==> src/rtl/board_eval_pkg.sv <==
// Shared definitions for the sequential board evaluator: FSM state codes,
// MAC feature-select codes and the output width helpers.
package board_eval_pkg;

  // FSM state codes
  localparam logic [1:0] IDLE = 2'd0;
  localparam logic [1:0] COL  = 2'd1;
  localparam logic [1:0] ROW  = 2'd2;
  localparam logic [1:0] MAC  = 2'd3;

  // Order in which features are fed through the shared multiplier
  localparam logic [2:0] F_MAX   = 3'd0;
  localparam logic [2:0] F_CUM   = 3'd1;
  localparam logic [2:0] F_REL   = 3'd2;
  localparam logic [2:0] F_ROUGH = 3'd3;
  localparam logic [2:0] F_HOLE  = 3'd4;
  localparam logic [2:0] F_CLR   = 3'd5;

  // Width able to hold any column height 0..rows
  function automatic int calc_hw(input int rows);
    return $clog2(rows + 1);
  endfunction

  // Width able to hold any board-wide count 0..rows*cols
  function automatic int calc_aw(input int rows, input int cols);
    return $clog2(rows * cols + 1);
  endfunction

endpackage

==> src/rtl/board_eval_seq_column_profile.sv <==
// Combinational profile of one board column: height of the stack and
// the number of empty cells buried beneath its topmost filled cell.
module column_profile
  import board_eval_pkg::*;
#(
  parameter int ROWS = 20,
  localparam int HW = calc_hw(ROWS)
) (
  input  logic [ROWS-1:0] col_bits,
  output logic [HW-1:0]   h,
  output logic [HW-1:0]   col_holes
);

  logic seen;

  // Walk top to bottom; first set bit fixes the height, later zeros are holes
  always_comb begin
    h         = '0;
    col_holes = '0;
    seen      = 1'b0;
    for (int r = 0; r < ROWS; r++) begin
      if (seen && !col_bits[r]) begin
        col_holes = col_holes + HW'(1);
      end
      if (!seen && col_bits[r]) begin
        h    = HW'(ROWS - r);
        seen = 1'b1;
      end
    end
  end

endmodule

==> src/rtl/board_eval_seq.sv <==
// Multi-cycle Tetris board evaluator. Latches a board on start, scans it a
// column per cycle and a row per cycle, then accumulates a signed weighted
// score through one shared multiplier over six cycles.
module board_eval_seq
  import board_eval_pkg::*;
#(
  parameter int ROWS    = 20,
  parameter int COLS    = 10,
  parameter int SCORE_W = 32,
  parameter logic signed [SCORE_W-1:0] W_MAX   = -79112,
  parameter logic signed [SCORE_W-1:0] W_CUM   = -99462,
  parameter logic signed [SCORE_W-1:0] W_REL   = 65674,
  parameter logic signed [SCORE_W-1:0] W_ROUGH = -39506,
  parameter logic signed [SCORE_W-1:0] W_HOLE  = -86143,
  parameter logic signed [SCORE_W-1:0] W_CLR   = -44103,
  localparam int HW = calc_hw(ROWS),
  localparam int AW = calc_aw(ROWS, COLS)
) (
  input  logic                      clk,
  input  logic                      rst_n,
  input  logic                      start,
  input  logic [ROWS*COLS-1:0]      board,
  output logic                      busy,
  output logic                      done,
  output logic signed [SCORE_W-1:0] score,
  output logic [HW-1:0]             max_height,
  output logic [AW-1:0]             cum_height,
  output logic [HW-1:0]             rel_height,
  output logic [AW-1:0]             roughness,
  output logic [AW-1:0]             holes,
  output logic [HW-1:0]             cleared
);

  localparam int CW = $clog2(COLS);
  localparam int RW = (ROWS > 1) ? $clog2(ROWS) : 1;

  logic [1:0]                state;
  logic [ROWS*COLS-1:0]      shadow;
  logic [CW-1:0]             col_idx;
  logic [RW-1:0]             row_idx;
  logic [2:0]                mac_idx;

  logic [AW-1:0]             cum_acc;
  logic [AW-1:0]             hole_acc;
  logic [AW-1:0]             rough_acc;
  logic [HW-1:0]             max_acc;
  logic [HW-1:0]             min_acc;
  logic [HW-1:0]             h_prev;
  logic [HW-1:0]             clr_acc;
  logic signed [SCORE_W-1:0] acc;

  logic [ROWS-1:0]           col_bits;
  logic [HW-1:0]             col_h;
  logic [HW-1:0]             col_holes;
  logic [HW-1:0]             h_diff;
  logic                      row_full;
  logic [HW-1:0]             rel_val;
  logic [AW-1:0]             feat;
  logic signed [SCORE_W-1:0] feat_s;
  logic signed [SCORE_W-1:0] weight;
  logic signed [SCORE_W-1:0] prod;
  logic signed [SCORE_W-1:0] acc_next;

  assign busy = (state != IDLE);

  // Gather the column currently under scan from the shadow board
  always_comb begin
    col_bits = '0;
    for (int r = 0; r < ROWS; r++) begin
      col_bits[r] = shadow[COLS*r + int'(col_idx)];
    end
  end

  column_profile #(.ROWS(ROWS)) u_profile (
    .col_bits  (col_bits),
    .h         (col_h),
    .col_holes (col_holes)
  );

  assign h_diff   = (col_h >= h_prev) ? (col_h - h_prev) : (h_prev - col_h);
  assign row_full = &shadow[COLS*int'(row_idx) +: COLS];
  assign rel_val  = max_acc - min_acc;

  // Select the feature and its weight for the current multiply step
  always_comb begin
    feat   = '0;
    weight = '0;
    case (mac_idx)
      F_MAX:   begin feat = AW'(max_acc);   weight = W_MAX;   end
      F_CUM:   begin feat = cum_acc;        weight = W_CUM;   end
      F_REL:   begin feat = AW'(rel_val);   weight = W_REL;   end
      F_ROUGH: begin feat = rough_acc;      weight = W_ROUGH; end
      F_HOLE:  begin feat = hole_acc;       weight = W_HOLE;  end
      F_CLR:   begin feat = AW'(clr_acc);   weight = W_CLR;   end
      default: begin feat = '0;             weight = '0;      end
    endcase
  end

  assign feat_s   = SCORE_W'(feat);
  assign prod     = feat_s * weight;
  assign acc_next = acc + prod;

  // Evaluation sequencer: latch, column scan, row scan, multiply-accumulate
  always_ff @(posedge clk or negedge rst_n) begin
    if (!rst_n) begin
      state      <= IDLE;
      shadow     <= '0;
      col_idx    <= '0;
      row_idx    <= '0;
      mac_idx    <= '0;
      cum_acc    <= '0;
      hole_acc   <= '0;
      rough_acc  <= '0;
      max_acc    <= '0;
      min_acc    <= '0;
      h_prev     <= '0;
      clr_acc    <= '0;
      acc        <= '0;
      done       <= 1'b0;
      score      <= '0;
      max_height <= '0;
      cum_height <= '0;
      rel_height <= '0;
      roughness  <= '0;
      holes      <= '0;
      cleared    <= '0;
    end else begin
      done <= 1'b0;
      case (state)
        IDLE: begin
          if (start) begin
            shadow    <= board;
            col_idx   <= '0;
            row_idx   <= '0;
            mac_idx   <= '0;
            cum_acc   <= '0;
            hole_acc  <= '0;
            rough_acc <= '0;
            max_acc   <= '0;
            min_acc   <= HW'(ROWS);
            h_prev    <= '0;
            clr_acc   <= '0;
            acc       <= '0;
            state     <= COL;
          end
        end
        COL: begin
          cum_acc  <= cum_acc + AW'(col_h);
          hole_acc <= hole_acc + AW'(col_holes);
          if (col_h > max_acc) max_acc <= col_h;
          if (col_h < min_acc) min_acc <= col_h;
          if (col_idx != '0) rough_acc <= rough_acc + AW'(h_diff);
          h_prev <= col_h;
          if (col_idx == CW'(COLS - 1)) begin
            row_idx <= '0;
            state   <= ROW;
          end else begin
            col_idx <= col_idx + CW'(1);
          end
        end
        ROW: begin
          if (row_full) clr_acc <= clr_acc + HW'(1);
          if (row_idx == RW'(ROWS - 1)) begin
            mac_idx <= F_MAX;
            state   <= MAC;
          end else begin
            row_idx <= row_idx + RW'(1);
          end
        end
        MAC: begin
          acc <= acc_next;
          if (mac_idx == F_CLR) begin
            state      <= IDLE;
            done       <= 1'b1;
            score      <= acc_next;
            max_height <= max_acc;
            cum_height <= cum_acc;
            rel_height <= rel_val;
            roughness  <= rough_acc;
            holes      <= hole_acc;
            cleared    <= clr_acc;
          end else begin
            mac_idx <= mac_idx + 3'd1;
          end
        end
        default: state <= IDLE;
      endcase
    end
  end

endmodule

==> config.mk <==
export PLATFORM = sky130hd
export DESIGN_NAME = board_eval_seq
export DESIGN_NICKNAME = d
export VERILOG_FILES = /design/src/rtl/board_eval_pkg.sv /design/src/rtl/board_eval_seq_column_profile.sv /design/src/rtl/board_eval_seq.sv
export SDC_FILE = /design/constraint.sdc
export NUM_CORES = 1
export LEC_CHECK = 0
export ABC_AREA = 1
export CORE_UTILIZATION = 37
export DETAILED_ROUTE_END_ITERATION = 16
export PLACE_DENSITY_LB_ADDON = 0.05
export SYNTH_ARGS = -nofsm -noshare
export SYNTH_HDL_FRONTEND = slang
export SYNTH_SLANG_ARGS = --single-unit
==> constraint.sdc <==
create_clock -name clk -period 16.4 [get_ports clk]
set_input_delay 2.46 -clock clk [delete_from_list [all_inputs] [get_ports clk]]
set_output_delay 2.46 -clock clk [all_outputs]
set_load 0.01 [all_outputs]
Word-level counts from Yosys, hierarchy flattened
Index checks and enable logic that the tools add are counted.
- bits in registers: 362
- latch bits: 0
- RAM bits: 0
- ROM bits: 0
- bits of input ports: 203
- output and inout bits: 73
- word-level logic and storage cells: 367
- memories kept: 0
- $add $sub $neg: 48
- $mul: 2
- div/mod/pow operators: 0
- order comparisons: 23
- equal/unequal tests: 21
- shift operators: 1
- mux-type cells: 153
- bitwise operators: 0
- reduce and logical (&&, ||, !) cells: 98
- operators by type and width (cell ; number):
    5-bit two-way mux ; 46
    200-bit by 10-bit indexed part select with 10-bit output ; 1
    32-bit case mux with 6 select lines ; 1
    1-bit binary-select mux with 8-bit select ; 19
    5-bit by 1-bit adder with 5-bit output, second input constant ; 19
    32-bit case mux with 2 select lines ; 1
    8-bit by 4-bit adder with 9-bit output, first input constant ; 7
    9-bit < comparator, second input constant ; 7
    1-bit two-way mux ; 61
    8-bit by 9-bit < comparator with 1-bit output, second input constant ; 6
    7-bit by 4-bit adder with 8-bit output, first input constant ; 6
    8-bit case mux with 2 select lines ; 3
    8-bit case mux with 6 select lines ; 1
    5-bit case mux with 2 select lines ; 4
    1-bit logical AND ; 38
    1-bit logical NOT ; 38
    32-bit adder ; 1
    9-bit by 32-bit multiplier with 32-bit output ; 1
    32-bit two-way mux ; 1
    7-bit by 9-bit < comparator with 1-bit output, second input constant ; 3
    8-bit by 5-bit adder with 8-bit output ; 3
    2-bit inequality test, second input constant ; 11
    6-bit by 4-bit adder with 7-bit output, first input constant ; 3
    6-bit by 9-bit < comparator with 1-bit output, second input constant ; 2
    37 further kinds ; 63

Longest topological paths before layout
Gate-level depths: netlist (run 1).
- depth in word-level cells: 65
- mapped depth: 86
- depth with buffers taken out: 78

Hierarchy
A second synthesis (run 1) with hierarchy kept.
- cells, all modules: 4129
- area, all modules: 29284.3 um2
- modules (own cells, without submodules) (module ; times used ; cells each ; area an instance (um2) ; sequential area each (um2)):
    board_eval_seq ; 1 ; 3559 ; 26404.1 ; 9058.7
    column_profile ; 1 ; 570 ; 2880.3 ; 0.0

Least setup slack after synthesis (run 1)
No wires, ideal clock.
- kind: register to register
- from: reg col_idx[1]
- to: reg hole_acc[7]
- library setup time: 0.077 ns
- arrival: 12.278 ns
- required time: 16.323 ns
- setup slack: 4.045 ns
- stages on the path, launching flop included: 84
- path buffers: 9
- period minus slack after synthesis: 12.355 ns
- cell sequence: dfrtp_1 -> inv_2 -> buf_4 -> buf_4 -> buf_6 -> buf_4 -> buf_2 -> buf_2 -> buf_1 -> clkbuf_1 -> ha_1 -> inv_1 -> clkbuf_1 -> nand3_1 -> nand3_1 -> nand3_2 -> nand3_2 -> nand2_1 -> [48 not listed] -> nand2_1 -> o21ai_1 -> ha_1 -> nand2_1 -> a21boi_1 -> inv_1 -> ha_1 -> nand2_1 -> nor2_1 -> a211oi_1 -> nor2_1 -> o21ai_0 -> nand2_1 -> nand2_1 -> nor2_1 -> nand2_1 -> o22ai_1 -> a21oi_1
- longest elaborated chain between the ends: 61
- elaborated cells on any way between the ends: 210
- classes of those cells: 38 x add/sub; 98 x mux; 74 x reduce/logical
- ends and longest elaborated chain (item ; RTL line ; RTL):
    from (decl) ; board_eval_seq.sv:39 ; logic [CW-1:0] col_idx;
    from (signal assigned) ; board_eval_seq.sv:158 ; col_idx <= col_idx + CW'(1);
    branches (longest 58 deep; another with 4-bit by 4-bit adder with 5-bit output) ; - ;
    5-bit two-way mux (*) ; board_eval_seq_column_profile.sv:22 ; if (seen && !col_bits[r]) begin
    8-bit by 5-bit adder with 8-bit output (*) ; board_eval_seq.sv:149 ; hole_acc <= hole_acc + AW'(col_holes);
    8-bit case mux with 2 select lines (*) ; board_eval_seq.sv:129 ; case (state)
    to (signal assigned) ; board_eval_seq.sv:149 ;
    to (decl) ; board_eval_seq.sv:44 ; logic [AW-1:0] hole_acc;
Mark *: on every way between the ends. The select of a mux whose other input is x is not followed.
A chain may end at the register's enable or synchronous reset.

Worst setup path in the final report (run 1)
- from: reg col_idx[2]
- to: reg hole_acc[7]
Same word-level chain as after synthesis.

==> results.ini, run 1 <==
[outcome]
status = finished clean

[sta]
rsz0062_at_grt = no
fmax_mhz = 77.1
relSlewSlack = 0.221
fin_skew_ps = 25.1
hold_ws_ps = 481
worst_slew_pin_slew_ps = 1170
period_share = 0.791
hold_viol_final = 0
maxSlewViolCount = 0
finalSetupTns_ps = 0
final-setup-viol-count = 0
min_period_ps = 12970

[place]
dp_cells = 4980
gp_congestion = 0.893
io_buffers = 275
post-dp-hpwl_mm = 67.8

[synthesis]
async_flop_share = 1.00
avgSynthCellArea_sq_um = 7.36
synth-main-ff-cell = dfrtp_1
syn-cell-area_sq_um = 28400
syn_nets = 4355
yosysSeqAreaShare = 0.319
synth_cell_type_count = 64
netlist_instances = 3851
synth-edff-count = 0
synth-seq-cells = 362
yosys_warnings = 0

[cts]
cts_tree = done
htree_levels = 2
cts_resized = 0
clk_path_buf_depth = 3
cts_buffers = 45
clkLatencyLatePin_ps = 600
clk_pin_slew_ps = 60
clock_sinks = 362
postCtsSetupRepairBufs = 0
hold_buffers = 0
root_buffer = clkbuf_16

[global_routing]
antenna_found_initial = 0
grt_use_total = 0.230
grt_max_degree = 107
grt_overflow_total = 0
grt_first_pass_wirelength_mm = 141
grt_pass1_vias = 24900

[detailed_routing]
final_antenna_net_count = 0
wire_per_inst_um = 17.5
drt_iter0_drc = 1502
drc = 0
viasPerCell = 4.94
drt_pre_antenna_iters = 5
drt-total-wl_mm = 88.5
route.vias.total = 25000

[floorplan]
die_w_um = 279
start_util = 0.374
core-area_sq_um = 75800
die_h_um = 279
io_pins = 276
rows = 101
dieArea_sq_um = 77700

[worst_setup_path]
crit_slowest_cell = inv_1
cp_slowest_stage_delay_ps = 670
path_class = flip-flop to flip-flop
cp-start-kind = flip-flop
path_max_fanout = 57
crit_required_ps = 16910
critPathCaptureType = flip-flop
arrival_ps = 13480
crit_top_cell = nand2_1

[finish]
synthToLayoutAreaGrowth_pct = 17.7
fillerInstances = 7849
ff_latch_area_sq_um = 9070
multi_input_area_sq_um = 16400
nets = 4553
stdcell_count = 5063
antenna_cells = 0
drive_gt1_frac = 0.0570

[min_path]
holdCritPathClass = flip-flop to flip-flop

[run]
maxCapViolCount = 0

## layer usage
metal | track usage | vias to the layer above | wire (um)
met2 | 0.392 | 507 | 42700
met5 | 0 | - | 0
li1 | - | 12600 | -
met4 | 0.0611 | 0 | 2200
met3 | 0.0246 | 114 | 3180
met1 | 0.309 | 11800 | 40400
## kinds of logic after synthesis
logic type,share of synthesized area
DFF,0.319
adders and majority gates,0.173
xor gates and xnor gates,0.0130
muxes,0.00472
AOI/OAI and AO/OA,0.111
and+or+nand+nor,0.277
buffers and inverters,0.102
## cell usage after synthesis, types with 7 or more instances
library cell | count | area [sq um]
nand2_1 | 1258 | 4720
inv_1 | 556 | 2090
dfrtp_1 | 362 | 9060
o21ai_0 | 286 | 1430
nand3_1 | 277 | 1390
ha_1 | 151 | 1890
fa_1 | 150 | 3000
nor2_1 | 138 | 518
a21oi_1 | 99 | 495
clkbuf_1 | 96 | 360
o22ai_1 | 53 | 332
nand2_2 | 46 | 288
nand4_1 | 36 | 225
nand3_2 | 24 | 240
o21ai_1 | 24 | 120
o211ai_1 | 23 | 173
xor2_1 | 22 | 193
inv_2 | 21 | 78.8
nor3_1 | 20 | 100
xnor2_1 | 20 | 175
buf_2 | 18 | 90.1
buf_4 | 13 | 97.6
buf_1 | 10 | 37.5
mux2i_1 | 10 | 100
buf_6 | 8 | 90.1
nand2_4 | 8 | 90.1
nand3b_1 | 8 | 60.1
o221ai_1 | 8 | 70.1
or2_2 | 8 | 50.1
a211oi_1 | 7 | 52.6
o21bai_1 | 7 | 52.6
## registers in the layout, summed over array words and instances (netlist names), 8 cells and up
name / flops
roughness: 8
acc: 32
rough_acc: 8
shadow: 200
cum_height: 8
score: 32
holes: 8
hole_acc: 8
cum_acc: 8
## worst max-delay path: cells and delay by family (launching register included)
family | cells | cell delay (ps)
flip-flops | 1 | 320
AO/OA/AOI/OAI | 7 | 1120
buffers and inverters | 8 | 1900
AND/OR/NAND/NOR | 43 | 3950
adder cells (fa/ha/maj) | 19 | 5580
## path summary, 6_finish.rpt
path | slack, ps | startpoint | end | cells past startpoint
max in group asynchronous | 12320 | rst_n | col_idx[1] | 3
min in group asynchronous | 1850 | rst_n | score[11] | 1
min | 480 | roughness[3] | roughness[3] | 2
max reg2reg | 3430 | col_idx[2] | hole_acc[7] | 77
min reg2reg | 480 | roughness[3] | roughness[3] | 2
max | 3430 | col_idx[2] | hole_acc[7] | 77
## layout by cell type (no fill, tap or decap), types with 24 or more instances in the layout
cell             instances
nand4_1                 36
clkbuf_16               46
fa_1                   150
o22ai_1                 53
nand2_2                 47
dfrtp_1                360
nand2_1               1256
a21oi_1                 99
nor2_1                 138
nand3_1                277
nand3_2                 24
inv_1                  554
o21ai_0                286
ha_1                   150
clkdlybuf4s50_1        274
## through the flow
step | setup WS [ps] | cell area (sq um) | utilization
2_1_floorplan | 4040 | 28400 | -
3_3_place_gp | 3660 | 31900 | 0.420
3_5_place_dp | 3450 | 31900 | 0.420
4_1_cts | 3380 | 33400 | 0.440
5_1_grt | 2190 | 33400 | 0.440
6_report | 3430 | 33400 | 0.440
## final cells by class
cell class                 instances  area share
inverter                         583      0.0660
clock buffer                      64      0.0386
multi-input combinational       2759       0.493
tap                              978      0.0367
clock inverter                    19     0.00645
sequential                       362       0.272
timing repair buffer             298      0.0878
Power of run 1 is not shown: default switching activity piles up to over one toggle a cycle in this logic, so the estimate is an artifact.
==> run 2, diff against run 1 <==
clock period = 11.8 ns   (was 16.4 ns; I/O delays follow)
==> run 2 against run 1 <==
Critical path depth decreased by 3. Sequential share of layout area is 0.34 points lower. Non-clock buffer count up 36. Routed wire length is 0.66% higher. Maximum frequency up 16%. Setup slack worse by 2800 ps. Critical path type unchanged.
==> results.ini, run 2 (same netlist as run 1, synthesis figures left out) <==
[run]
maxCapViolCount = 0  ; unchanged

[worst_setup_path]
crit_slowest_cell = dfrtp_1  ; was inv_1
arrival_ps = 11600  ; was 13480 ps
cp_slowest_stage_delay_ps = 390  ; was 670 ps
path_class = flip-flop to flip-flop  ; unchanged
crit_required_ps = 12250  ; was 16910 ps
critPathCaptureType = flip-flop  ; unchanged
crit_top_cell = nand2_1  ; unchanged
path_max_fanout = 7  ; was 57
cp-start-kind = flip-flop  ; unchanged

[global_routing]
antenna_found_initial = 0  ; unchanged
grt_first_pass_wirelength_mm = 141  ; about the same
grt_max_degree = 134  ; was 107
grt_use_total = 0.231  ; was 0.230
grt_pass1_vias = 24800  ; was 24900
grt_overflow_total = 0  ; unchanged

[detailed_routing]
drc = 0  ; unchanged
final_antenna_net_count = 0  ; unchanged
viasPerCell = 4.93  ; was 4.94
drt_iter0_drc = 1549  ; was 1502
route.vias.total = 25100  ; was 25000
wire_per_inst_um = 17.5  ; about the same
drt_pre_antenna_iters = 6  ; was 5
drt-total-wl_mm = 89.1  ; was 88.5 mm

[floorplan]
io_pins = 276  ; unchanged
die_w_um = 279  ; unchanged
dieArea_sq_um = 77700  ; unchanged
die_h_um = 279  ; unchanged
core-area_sq_um = 75800  ; unchanged
start_util = 0.374  ; unchanged
rows = 101  ; unchanged

[sta]
maxSlewViolCount = 0  ; unchanged
min_period_ps = 11150  ; was 12970 ps
finalSetupTns_ps = 0  ; unchanged
fin_skew_ps = 33.3  ; was 25.1 ps
hold_ws_ps = 480  ; was 481 ps
final-setup-viol-count = 0  ; unchanged
hold_viol_final = 0  ; unchanged
period_share = 0.945  ; was 0.791
fmax_mhz = 89.7  ; was 77.1 MHz
worst_slew_pin_slew_ps = 1070  ; was 1170 ps
relSlewSlack = 0.282  ; was 0.221

[place]
io_buffers = 275  ; unchanged
placed_area_sq_um = 32100  ; was 31900 sq um
gp_congestion = 0.896  ; was 0.893
post-dp-hpwl_mm = 68.6  ; was 67.8 mm

[cts]
clock_sinks = 362  ; unchanged
cts_tree = done  ; unchanged
root_buffer = clkbuf_16  ; unchanged
htree_levels = 2  ; unchanged
clkLatencyLatePin_ps = 590  ; was 600 ps
cts_buffers = 45  ; unchanged
clk_pin_slew_ps = 70  ; was 60 ps
clk_path_buf_depth = 3  ; unchanged
hold_buffers = 0  ; unchanged

[finish]
synthToLayoutAreaGrowth_pct = 19.2  ; was 17.7%
post-route-cell-area_sq_um = 33800  ; was 33400 sq um
top_regs = shadow: 200 flops, acc: 32 flops, score: 32 flops  ; unchanged
antenna_cells = 0  ; unchanged
final_common_cell = nand2_1  ; unchanged
nets = 4589  ; was 4553
largest_reg_flops = 200  ; unchanged
fillerInstances = 7826  ; was 7849
drive_gt1_frac = 0.0706  ; was 0.0570
final_cell_mix = nand2_1, inv_1, dfrtp_1  ; unchanged
regMostFlops = shadow  ; unchanged

[min_path]
holdCritPathClass = flip-flop to flip-flop  ; unchanged

[outcome]
status = finished clean  ; unchanged

-- run 2: what timing repair did --
item,CTS,global route
gates resized for setup,0,40
setup endpoints to repair,0,5
setup buffers,0,12
-- run 2: area by class of cell --
cell class | count | area [sq um] | share of cell area
Clock buffer | 64 | 1310 | 0.0387
Clock inverter | 17 | 164 | 0.00485
Inverter | 583 | 2220 | 0.0656
Multi-Input combinational cell | 2759 | 16600 | 0.490
Sequential cell | 362 | 9070 | 0.268
Tap cell | 978 | 1220 | 0.0362
Timing Repair Buffer | 334 | 3260 | 0.0965
-- run 2: worst max-delay path, delay by kind of cell, from the launching register on --
kind / cells / cell delay, ps
compound gates: 8 / 840
fa+ha+maj: 19 / 5390
buf+inv: 6 / 650
flops: 1 / 390
simple gates: 41 / 3730
-- run 2: stage by stage --
stage,utilization,instances,setup WS (ps)
final,0.446,5097,651
after floorplan,-,3851,14.9
after detailed placement,0.423,5004,305
after global routing,0.446,5097,-64.5
after global placement,0.423,5004,485
after CTS,0.442,5085,247
-- run 2: worst paths after layout --
kind / start / to / slack, ps / depth (start not counted)
max: col_idx[3] / hole_acc[7] / 650 / 74
min: roughness[0] / roughness[0] / 480 / 2
max reg2reg: col_idx[3] / hole_acc[7] / 650 / 74
min reg2reg: roughness[0] / roughness[0] / 480 / 2
max in group asynchronous: rst_n / col_idx[1] / 8450 / 3
min in group asynchronous: rst_n / score[14] / 1150 / 1
-- run 2: metal layers --
layer	wire, um	vias to the layer above	track usage
met5	0	-	0
met2	43200	446	0.398
met4	1580	0	0.0472
met1	40800	11900	0.309
met3	3470	93	0.0296
li1	-	12700	-
Power of run 2 is left out for the same reason.
